## src/rtl/exc_track_if.sv

```systemverilog
// exc_track_if: core-side stage signals and CP0/flush results of the exception tracker
interface exc_track_if #(parameter int NIRQ = 6);
  logic            stall;
  logic [31:0]     pc_f;
  logic            ri_d;
  logic            bd_d;
  logic            eret_d;
  logic [2:0]      memop_e;
  logic            ov_e;
  logic [31:0]     addr_m;
  logic [NIRQ-1:0] irq;
  logic [NIRQ-1:0] im;
  logic            ie;
  logic            exc_flush;
  logic [4:0]      exc_code;
  logic [31:0]     exc_epc;
  logic            exc_bd;
  logic            in_handler;
  logic [NIRQ-1:0] pend;
  modport master(output stall, pc_f, ri_d, bd_d, eret_d, memop_e, ov_e, addr_m, irq, im, ie,
                 input exc_flush, exc_code, exc_epc, exc_bd, in_handler, pend);
  modport slave(input stall, pc_f, ri_d, bd_d, eret_d, memop_e, ov_e, addr_m, irq, im, ie,
                output exc_flush, exc_code, exc_epc, exc_bd, in_handler, pend);
endinterface

```

## src/rtl/exc_track.sv

```systemverilog
// exc_track: carries the earliest exception per instruction down F/D/E/M and commits it, or a masked interrupt, at M
module exc_track #(
  parameter int          NIRQ       = 6,
  parameter logic [31:0] PC_LO      = 32'h3000,
  parameter logic [31:0] PC_HI      = 32'h4ffc,
  parameter logic [31:0] DM_TOP     = 32'h2ffc,
  parameter int          NDEV       = 2,
  parameter logic [31:0] DEV_BASE   = 32'h7f00,
  parameter logic [31:0] DEV_STRIDE = 32'h10,
  parameter logic [31:0] DEV_SIZE   = 32'd12
) (
  input logic        clk,
  input logic        reset,
  exc_track_if.slave bus
);
  localparam logic [0:0] NORMAL = 1'b0, HANDLER = 1'b1;
  typedef struct packed {
    logic        v;
    logic        x;
    logic [4:0]  c;
    logic [31:0] pc;
    logic        bd;
    logic        er;
    logic [2:0]  mo;
  } rec_t;
  rec_t r_d, r_e, r_m, w_d, w_e, w_m;
  logic [NIRQ-1:0] r_s1, r_s2;
  logic [0:0]  r_st;
  logic [4:0]  r_code, w_code;
  logic [31:0] r_epc, w_base;
  logic        r_bd;
  logic w_fbad, w_word, w_half, w_st, w_dm, w_dev, w_ro, w_legal, w_mexc, w_int, w_commit, w_eret, w_flush;
  always_comb begin
    w_fbad = (|bus.pc_f[1:0]) | (bus.pc_f < PC_LO) | (bus.pc_f > PC_HI);
    w_d = '0;
    w_d.v = 1'b1;
    w_d.x = w_fbad;
    w_d.c = w_fbad ? 5'd4 : 5'd0;
    w_d.pc = bus.pc_f;
    w_e = r_d;
    w_e.x = r_d.x | bus.ri_d;
    w_e.c = r_d.x ? r_d.c : bus.ri_d ? 5'd10 : 5'd0;
    w_e.bd = bus.bd_d;
    w_e.er = bus.eret_d;
    w_m = r_e;
    w_m.mo = bus.memop_e;
    w_m.x = r_e.x | bus.ov_e;
    w_m.c = r_e.x ? r_e.c : !bus.ov_e ? 5'd0 : bus.memop_e == 3'd0 ? 5'd12 : bus.memop_e >= 3'd4 ? 5'd5 : 5'd4;
    w_word = r_m.mo == 3'd1 || r_m.mo == 3'd4;
    w_half = r_m.mo == 3'd2 || r_m.mo == 3'd5;
    w_st = r_m.mo >= 3'd4;
    w_dm = bus.addr_m <= DM_TOP;
    w_dev = 1'b0;
    w_ro = 1'b0;
    w_base = '0;
    for (int k = 0; k < NDEV; k++) begin
      w_base = DEV_BASE + 32'(k) * DEV_STRIDE;
      if (bus.addr_m >= w_base && bus.addr_m <= w_base + DEV_SIZE - 32'd1) begin
        w_dev = 1'b1;
        w_ro = bus.addr_m - w_base == 32'd8;
      end
    end
    w_legal = (w_word ? bus.addr_m[1:0] == 2'd0 : w_half ? !bus.addr_m[0] : 1'b1) &
              (w_dm | (w_word & w_dev & !(w_st & w_ro)));
    w_mexc = r_m.x | (r_m.mo != 3'd0 & !w_legal);
    // interrupts only land on a real instruction and pre-empt its own exception
    w_int = r_st == NORMAL & bus.ie & (|(r_s2 & bus.im)) & r_m.v;
    w_commit = r_m.v & (w_int | w_mexc);
    w_code = w_int ? 5'd0 : r_m.x ? r_m.c : w_st ? 5'd5 : 5'd4;
    w_eret = r_m.v & r_m.er & !w_mexc & r_st == HANDLER;
    w_flush = w_commit | w_eret;
  end
  always_ff @(posedge clk or negedge reset) begin
    if (!reset) begin
      r_d <= '0;
      r_e <= '0;
      r_m <= '0;
      r_s1 <= '0;
      r_s2 <= '0;
      r_st <= NORMAL;
      r_code <= '0;
      r_epc <= '0;
      r_bd <= 1'b0;
    end else begin
      r_s1 <= bus.irq;
      r_s2 <= r_s1;
      if (w_flush) begin
        r_d <= '0;
        r_e <= '0;
        r_m <= '0;
      end else begin
        r_m <= bus.stall ? '0 : w_m;
        if (!bus.stall) begin
          r_d <= w_d;
          r_e <= w_e;
        end
      end
      if (w_commit) begin
        r_code <= w_code;
        r_st <= HANDLER;
        if (r_st == NORMAL) begin
          r_epc <= r_m.bd ? r_m.pc - 32'd4 : r_m.pc;
          r_bd <= r_m.bd;
        end
      end else if (w_eret) r_st <= NORMAL;
    end
  end
  assign bus.exc_flush = w_flush;
  assign bus.exc_code = r_code;
  assign bus.exc_epc = r_epc;
  assign bus.exc_bd = r_bd;
  assign bus.in_handler = r_st == HANDLER;
  assign bus.pend = r_s2;
endmodule

```

## src/flat_wrapper.sv

```systemverilog
// flat-port wrapper written by rule: the top's interface ports become plain ports
module exc_track_flat 
#(
  parameter int          NIRQ       = 6,
  parameter logic [31:0] PC_LO      = 32'h3000,
  parameter logic [31:0] PC_HI      = 32'h4ffc,
  parameter logic [31:0] DM_TOP     = 32'h2ffc,
  parameter int          NDEV       = 2,
  parameter logic [31:0] DEV_BASE   = 32'h7f00,
  parameter logic [31:0] DEV_STRIDE = 32'h10,
  parameter logic [31:0] DEV_SIZE   = 32'd12
)
  (clk, reset, bus_stall, bus_pc_f, bus_ri_d, bus_bd_d, bus_eret_d, bus_memop_e, bus_ov_e, bus_addr_m, bus_irq, bus_im, bus_ie, bus_exc_flush, bus_exc_code, bus_exc_epc, bus_exc_bd, bus_in_handler, bus_pend);
  exc_track_if #(.NIRQ(NIRQ)) bus_i ();
  input logic clk;
  input logic reset;
  input wire logic [$bits(bus_i.stall)-1:0] bus_stall;
  input wire logic [$bits(bus_i.pc_f)-1:0] bus_pc_f;
  input wire logic [$bits(bus_i.ri_d)-1:0] bus_ri_d;
  input wire logic [$bits(bus_i.bd_d)-1:0] bus_bd_d;
  input wire logic [$bits(bus_i.eret_d)-1:0] bus_eret_d;
  input wire logic [$bits(bus_i.memop_e)-1:0] bus_memop_e;
  input wire logic [$bits(bus_i.ov_e)-1:0] bus_ov_e;
  input wire logic [$bits(bus_i.addr_m)-1:0] bus_addr_m;
  input wire logic [$bits(bus_i.irq)-1:0] bus_irq;
  input wire logic [$bits(bus_i.im)-1:0] bus_im;
  input wire logic [$bits(bus_i.ie)-1:0] bus_ie;
  output wire logic [$bits(bus_i.exc_flush)-1:0] bus_exc_flush;
  output wire logic [$bits(bus_i.exc_code)-1:0] bus_exc_code;
  output wire logic [$bits(bus_i.exc_epc)-1:0] bus_exc_epc;
  output wire logic [$bits(bus_i.exc_bd)-1:0] bus_exc_bd;
  output wire logic [$bits(bus_i.in_handler)-1:0] bus_in_handler;
  output wire logic [$bits(bus_i.pend)-1:0] bus_pend;
  assign bus_i.stall = bus_stall;
  assign bus_i.pc_f = bus_pc_f;
  assign bus_i.ri_d = bus_ri_d;
  assign bus_i.bd_d = bus_bd_d;
  assign bus_i.eret_d = bus_eret_d;
  assign bus_i.memop_e = bus_memop_e;
  assign bus_i.ov_e = bus_ov_e;
  assign bus_i.addr_m = bus_addr_m;
  assign bus_i.irq = bus_irq;
  assign bus_i.im = bus_im;
  assign bus_i.ie = bus_ie;
  assign bus_exc_flush = bus_i.exc_flush;
  assign bus_exc_code = bus_i.exc_code;
  assign bus_exc_epc = bus_i.exc_epc;
  assign bus_exc_bd = bus_i.exc_bd;
  assign bus_in_handler = bus_i.in_handler;
  assign bus_pend = bus_i.pend;
  exc_track #(.NIRQ(NIRQ), .PC_LO(PC_LO), .PC_HI(PC_HI), .DM_TOP(DM_TOP), .NDEV(NDEV), .DEV_BASE(DEV_BASE), .DEV_STRIDE(DEV_STRIDE), .DEV_SIZE(DEV_SIZE)) u_core (.clk(clk), .reset(reset), .bus(bus_i));
endmodule
```

## config.mk

```make
export PLATFORM = sky130hd
export DESIGN_NAME = exc_track_flat
export DESIGN_NICKNAME = d
export VERILOG_FILES = /design/src/rtl/exc_track_if.sv /design/src/rtl/exc_track.sv /design/src/flat_wrapper.sv
export SDC_FILE = /design/constraint.sdc
export NUM_CORES = 1
export LEC_CHECK = 0
export CAP_MARGIN = 20
export CORE_MARGIN = 2
export CORE_UTILIZATION = 35
export DETAILED_ROUTE_END_ITERATION = 6
export MAX_ROUTING_LAYER = met4
export PLACE_DENSITY = 0.65
export SLEW_MARGIN = 0
export SYNTH_ARGS = -nofsm -noshare
export SYNTH_HDL_FRONTEND = slang
export SYNTH_SLANG_ARGS = --single-unit
```

## constraint.sdc

```tcl
create_clock -name clk -period 11.3 [get_ports clk]
set_input_delay 3.39 -clock clk [delete_from_list [all_inputs] [get_ports clk]]
set_output_delay 3.39 -clock clk [all_outputs]
set_load 0.05 [all_outputs]
```

# Word-level counts from Yosys, hierarchy flattened
# Index checks and enable logic that the tools add are counted.
op_classes:
  add_sub_neg: 3
  magnitude_cmp: 9
  eq_ne: 7
  n_mux: 25
  bitwise: 22
  n_reduce_logical: 15
ops:
  columns: ["operator", "n"]
  rows:
  - ["2-to-1 mux 44 bit", 6]
  - ["equality test 32 x 4 -> 1 bit (second input constant)", 2]
  - ["greater-or-equal comparator 32 x 15 -> 1 bit (second input constant)", 2]
  - ["<= comparator 32 x 15 -> 1 bit (second input constant)", 2]
  - ["subtractor 32 x 15 -> 32 bit (second input constant)", 2]
  - ["greater-than comparator 32 x 15 -> 1 bit (second input constant)", 1]
  - ["<= comparator 32 x 14 -> 1 bit (second input constant)", 1]
  - ["less-than comparator 32 x 14 -> 1 bit (second input constant)", 1]
  - ["2-to-1 mux 32 bit", 1]
  - ["subtractor 32 x 3 -> 32 bit (second input constant)", 1]
  - ["2-to-1 mux 5 bit", 6]
  - ["bitwise AND 1 bit", 12]
  - ["2-to-1 mux 1 bit", 10]
  - ["OR 1 bit", 8]
  - ["bitwise AND 6 bit", 1]
  - ["equality test 3 bit (second input constant)", 2]
  - ["greater-or-equal comparator 3 bit (second input constant)", 2]
  - ["OR reduction 6 bit", 1]
  - ["zero test 1 bit", 4]
  - ["2-to-1 mux 4 bit", 1]
  - ["equality test 3 x 1 -> 1 bit (second input constant)", 1]
  - ["equality test 3 x 2 -> 1 bit (second input constant)", 1]
  - ["zero test 3 bit", 1]
  - ["2-to-1 mux 3 bit", 1]
  - ["other kinds (9)", 11]
totals:
  regBits: 178
  input_bits: 87
  out_inout_bits: 46
  wordCells: 105

# Depth between registers and ports, before layout
depth:
  ltp_word: 17
  depth_mapped: 11
  depth_no_buf: 8

# Least setup slack after synthesis
# No wires, ideal clock.
synth_path:
  path_type: "input to output"
  startpoint: "input bus_addr_m[24]"
  endpoint: "output bus_exc_flush"
  arrival_ps: 5402
  required_time_ps: 7910
  path_slack_ps: 2508
  stages: 8
  n_path_buf: 2
  path_cell_list: "or3_1 -> or3_1 -> nor4_1 -> o2111ai_1 -> nor2_4 -> o31a_1 -> buf_2 -> buf_2"
synth_via:
  elab_chain_len: 16
synth_rtl:
  columns: ["element", "line_no", "source"]
  rows:
  - ["from (decl)", "flat_wrapper.sv:24", "input wire logic [$bits(bus_i.addr_m)-1:0] bus_addr_m;"]
  - ["subtractor 32 x 15 -> 32 bit, or another cell as far along", "exc_track.sv:60", "w_ro = bus.addr_m - w_base == 32'd8;"]
  - ["equality test 32 x 4 -> 1 bit or logical AND 1 bit (tied branches)", "exc_track.sv:60, exc_track.sv:58", null]
  - ["2-to-1 mux 1 bit (2 in series)", "exc_track.sv:58", "if (bus.addr_m >= w_base && bus.addr_m <= w_base + DEV_SIZE - 32'd1) begin"]
  - ["bitwise AND 1 bit", "exc_track.sv:64", "(w_dm | (w_word & w_dev & !(w_st & w_ro)));"]
  - ["zero test 1 bit", "exc_track.sv:64", null]
  - ["bitwise AND 1 bit", "exc_track.sv:64", null]
  - ["OR 1 bit *", "exc_track.sv:64", null]
  - ["bitwise AND 1 bit *", "exc_track.sv:63", "w_legal = (w_word ? bus.addr_m[1:0] == 2'd0 : w_half ? !bus.addr_m[0] : 1'b1) &"]
  - ["zero test 1 bit *", "exc_track.sv:65", "w_mexc = r_m.x | (r_m.mo != 3'd0 & !w_legal);"]
  - ["bitwise AND 1 bit *", "exc_track.sv:65", null]
  - ["OR 1 bit *", "exc_track.sv:65", null]
  - ["zero test 1 bit", "exc_track.sv:70", "w_eret = r_m.v & r_m.er & !w_mexc & r_st == HANDLER;"]
  - ["bitwise AND 1 bit (2 in series)", "exc_track.sv:70", null]
  - ["OR 1 bit *", "exc_track.sv:71", "w_flush = w_commit | w_eret;"]
  - ["to (decl)", "flat_wrapper.sv:28", "output wire logic [$bits(bus_i.exc_flush)-1:0] bus_exc_flush;"]
# Every way passes the cells marked *; elsewhere a longest branch is shown, timed or not.

# Worst setup path in the final report
# Ends and elaborated chain as after synthesis.

==> impl_metrics.py <==
metrics = {
    "run_status": {
        "status": "finished, final reports clean",
    },
    "grt": {
        "grt_max_degree": 78,
        "antenna_found_initial": 1,
        "grt_pass1_wl_um": 25410,
        "track_usage_pct": 14.98,
        "grt_overflow": 0,
        "grt_pass1_vias": 4818,
    },
    "clocking": {
        "postCtsSetupBuffers": 0,
        "insertion_delay_ns": 0.43,
        "cts_buffer_depth": 2,
        "clk_pin_slew_ns": 0.06,
        "ctsResizeCount": 0,
        "cts.sinks": 165,
        "holdBufCountCts": 0,
        "htreeDepth": 4,
        "cts_tree": "yes",
        "cts_buffers": 17,
        "cts_root_buf": "clkbuf_16",
    },
    "drt": {
        "wirelength_um": 15030,
        "vias_per_cell": 4.716,
        "routedWlPerCell_um": 14.92,
        "drc_errors": 0,
        "via_count": 4749,
        "firstDrtPassIters": 4,
        "drt_iter0_markers": 247,
        "antenna_left": 0,
    },
    "placement": {
        "gp_congestion": 0.8205,
        "dp.cells": 974,
        "pre_cts_slack_ns": 1.421,
        "port_buffers": 131,
        "hpwl_um": 10790,
    },
    "worst_setup_path": {
        "path_buf_inv": 2,
        "worst-path-max-fanout": 6,
        "max_stage_delay_ns": 0.82,
        "worstSetupEndpointType": "output pin",
        "worstReg2RegEnd": "u_core.r_m[19]",
        "arrival_ns": 6.44,
        "crit_family": "simple AND/OR/NAND/NOR gates",
        "r2r_start": "u_core.r_m[2]",
        "crit_required_ns": 7.91,
        "path_class": "in2out",
        "setup.worst_path.start_class": "input pin",
        "cp_cell_sequence": "clkdlybuf4s50_1, or3_1, or3_1, nor4_1, o2111ai_1, nor2_4, o31a_2, clkdlybuf4s50_1",
        "slowest_stage": "clkdlybuf4s50_1",
        "r2r_setup_slack_ns": 8.13,
        "worstRegToRegCells": 9,
    },
    "min_path": {
        "min_to": "u_core.bus.pend[5]",
        "min_path_type": "reg2reg",
        "hold_depth": 0,
        "hp-start": "u_core.r_s1[5]",
    },
    "final_layout": {
        "final_core_util_pct": 46.38,
        "final_common_cell": "dfrtp_1",
        "final_cell_mix": "dfrtp_1 (165), clkdlybuf4s50_1 (129), nor2_1 (88)",
        "seq_area_um2": 4129,
        "final_cells": 1007,
        "area_growth_pct": 29.46,
        "nets": 811,
        "multi_input_area_um2": 2947,
        "fillCellCount": 1842,
        "drive_gt1_share_pct": 11.14,
    },
    "logic_synthesis": {
        "synthFlopType": "dfrtp_1",
        "synth.distinct_cells": 53,
        "synth-async-reset-ratio_pct": 100.0,
        "netlist_instances": 599,
        "synth-seq-cells": 165,
        "syn_area_per_cell_um2": 12.18,
        "yosysTopAreaCell": "dfrtp_1",
        "ys_seq_area_share_pct": 56.59,
        "syn-cell-area_um2": 7296,
        "synth_edf_count": 0,
        "synth_top_area_share_pct": 56.59,
        "synth_area_leaders": "dfrtp_1 (57%), mux2i_1 (9.7%), mux2_4 (6.2%)",
        "syn-num-nets": 687,
        "yosysWarnings": 0,
    },
    "floorplan": {
        "die_w_um": 148.4,
        "boundaryPins": 133,
        "core_um2": 20360,
        "start_util_pct": 35.83,
        "die_area_um2": 22020,
        "rows": 52,
        "die_h_um": 148.4,
    },
    "timing": {
        "finalMaxSlewViolations": 0,
        "timing.fmax_mhz": 101.7,
        "slew_headroom_pct": 40.63,
        "rsz0062_at_grt": "no",
        "hold_violations": 0,
        "fin_crit_ns": 9.835,
        "finalSetupViolations": 0,
        "finalSetupTns_ns": 0,
        "worst_pin_slew_ns": 0.8906,
        "clock_skew_ns": 0.01096,
        "finalCritPeriodShare_pct": 87.03,
        "worst_slack_ns": 1.465,
    },
    "power": {
        "p_per_area_nw_per_um2": 228.7,
        "p_total_w": 0.002160,
        "p_leak_nw": 4.385,
        "vdd_drop_max_uv": 93.90,
    },
    "run": {
        "cap_violations": 0,
    },
}
## worst max path at each step
stage	slack, ns	cells past startpoint	from	endpoint
2_1_floorplan	2.51	8	bus_addr_m[24]	bus_exc_flush
3_3_place_gp	1.51	8	bus_addr_m[24]	bus_exc_flush
3_5_place_dp	1.42	8	bus_addr_m[24]	bus_exc_flush
4_1_cts	1.41	8	bus_addr_m[24]	bus_exc_flush
5_1_grt	1.27	8	bus_addr_m[24]	bus_exc_flush
6_report	1.47	8	bus_addr_m[24]	bus_exc_flush
## flip-flops by register name, summed over array words and instances (netlist names)
signal and count:
u_core.bus.exc_epc 32, u_core.r_s1 6, u_core.bus.in_handler 1, u_core.bus.exc_code 4, u_core.bus.pend 6, u_core.r_e 38
u_core.bus.exc_bd 1, u_core.r_d 34, u_core.r_m 43
## stage by stage
stage / hold slack (ns) / instance area, um2
after detailed placement: 0.3356 / 8795
after CTS: 0.3509 / 9443
after global placement: 0.3323 / 8795
final: 0.3474 / 9445
after floorplan: 0.3312 / 7296
after global routing: 0.3568 / 9445
## area by class of cell
cell class,instances,share of cell area (%)
antenna,1,0.02649
clock buffer,19,4.795
clock inverter,13,2.066
inverter,7,0.2782
multi-input combinational,395,31.20
sequential,165,43.71
tap,270,3.577
timing repair buffer,137,14.35
## where the power goes
part / internal [W] / total [W] / switching [W]
logic: 0.000284 / 0.000662 / 0.000379
clock network: 0.000385 / 0.000619 / 0.000234
registers: 0.000759 / 0.000878 / 0.000119
total: 0.00143 / 0.00216 / 0.000732
## synthesized netlist by cell type, types with 2 or more instances
cell type  instances
a211oi_1           2
a21oi_1            8
a221oi_1           2
a22oi_1            3
a31oi_1            2
buf_2              8
buf_6              8
clkbuf_1          13
dfrtp_1          165
inv_1              7
mux2_2             4
mux2_4            30
mux2i_1           71
nand2_1           17
nand2b_1           4
nand3_1           11
nand4_1            6
nor2_1            88
nor2b_1            2
nor3_1            16
nor3b_1           39
nor4_1            15
nor4_2             2
nor4b_1            2
o211a_1            2
o211ai_1           2
o21ai_0            7
or3_1              4
or4_1              6
xnor2_1           10
xor2_1            21
## routing by layer
metal	global-route usage, %	wire length [um]	vias up
met1	21.17	7548	2272
met5	-	0	-
met2	21.02	6558	85
met4	5.286	306	0
met3	3.712	615	20
li1	-	-	2372
## cells by family (layout without fill, tap and decap cells)
kind of cell             Yosys count  after routing  share of synthesized area, %
multiplexers                     105            105                         16.53
adder cells (fa/ha/maj)            1              1                        0.1715
other                              1              2                       0.05140
AO/OA/AOI/OAI                     39             39                         4.082
XOR/XNOR                          31             31                         3.721
buffers and inverters             39            176                         3.036
flip-flops                       165            165                         56.59
AND/OR/NAND/NOR                  218            218                         15.81
Note: power is estimated with default switching activity, not from simulation.
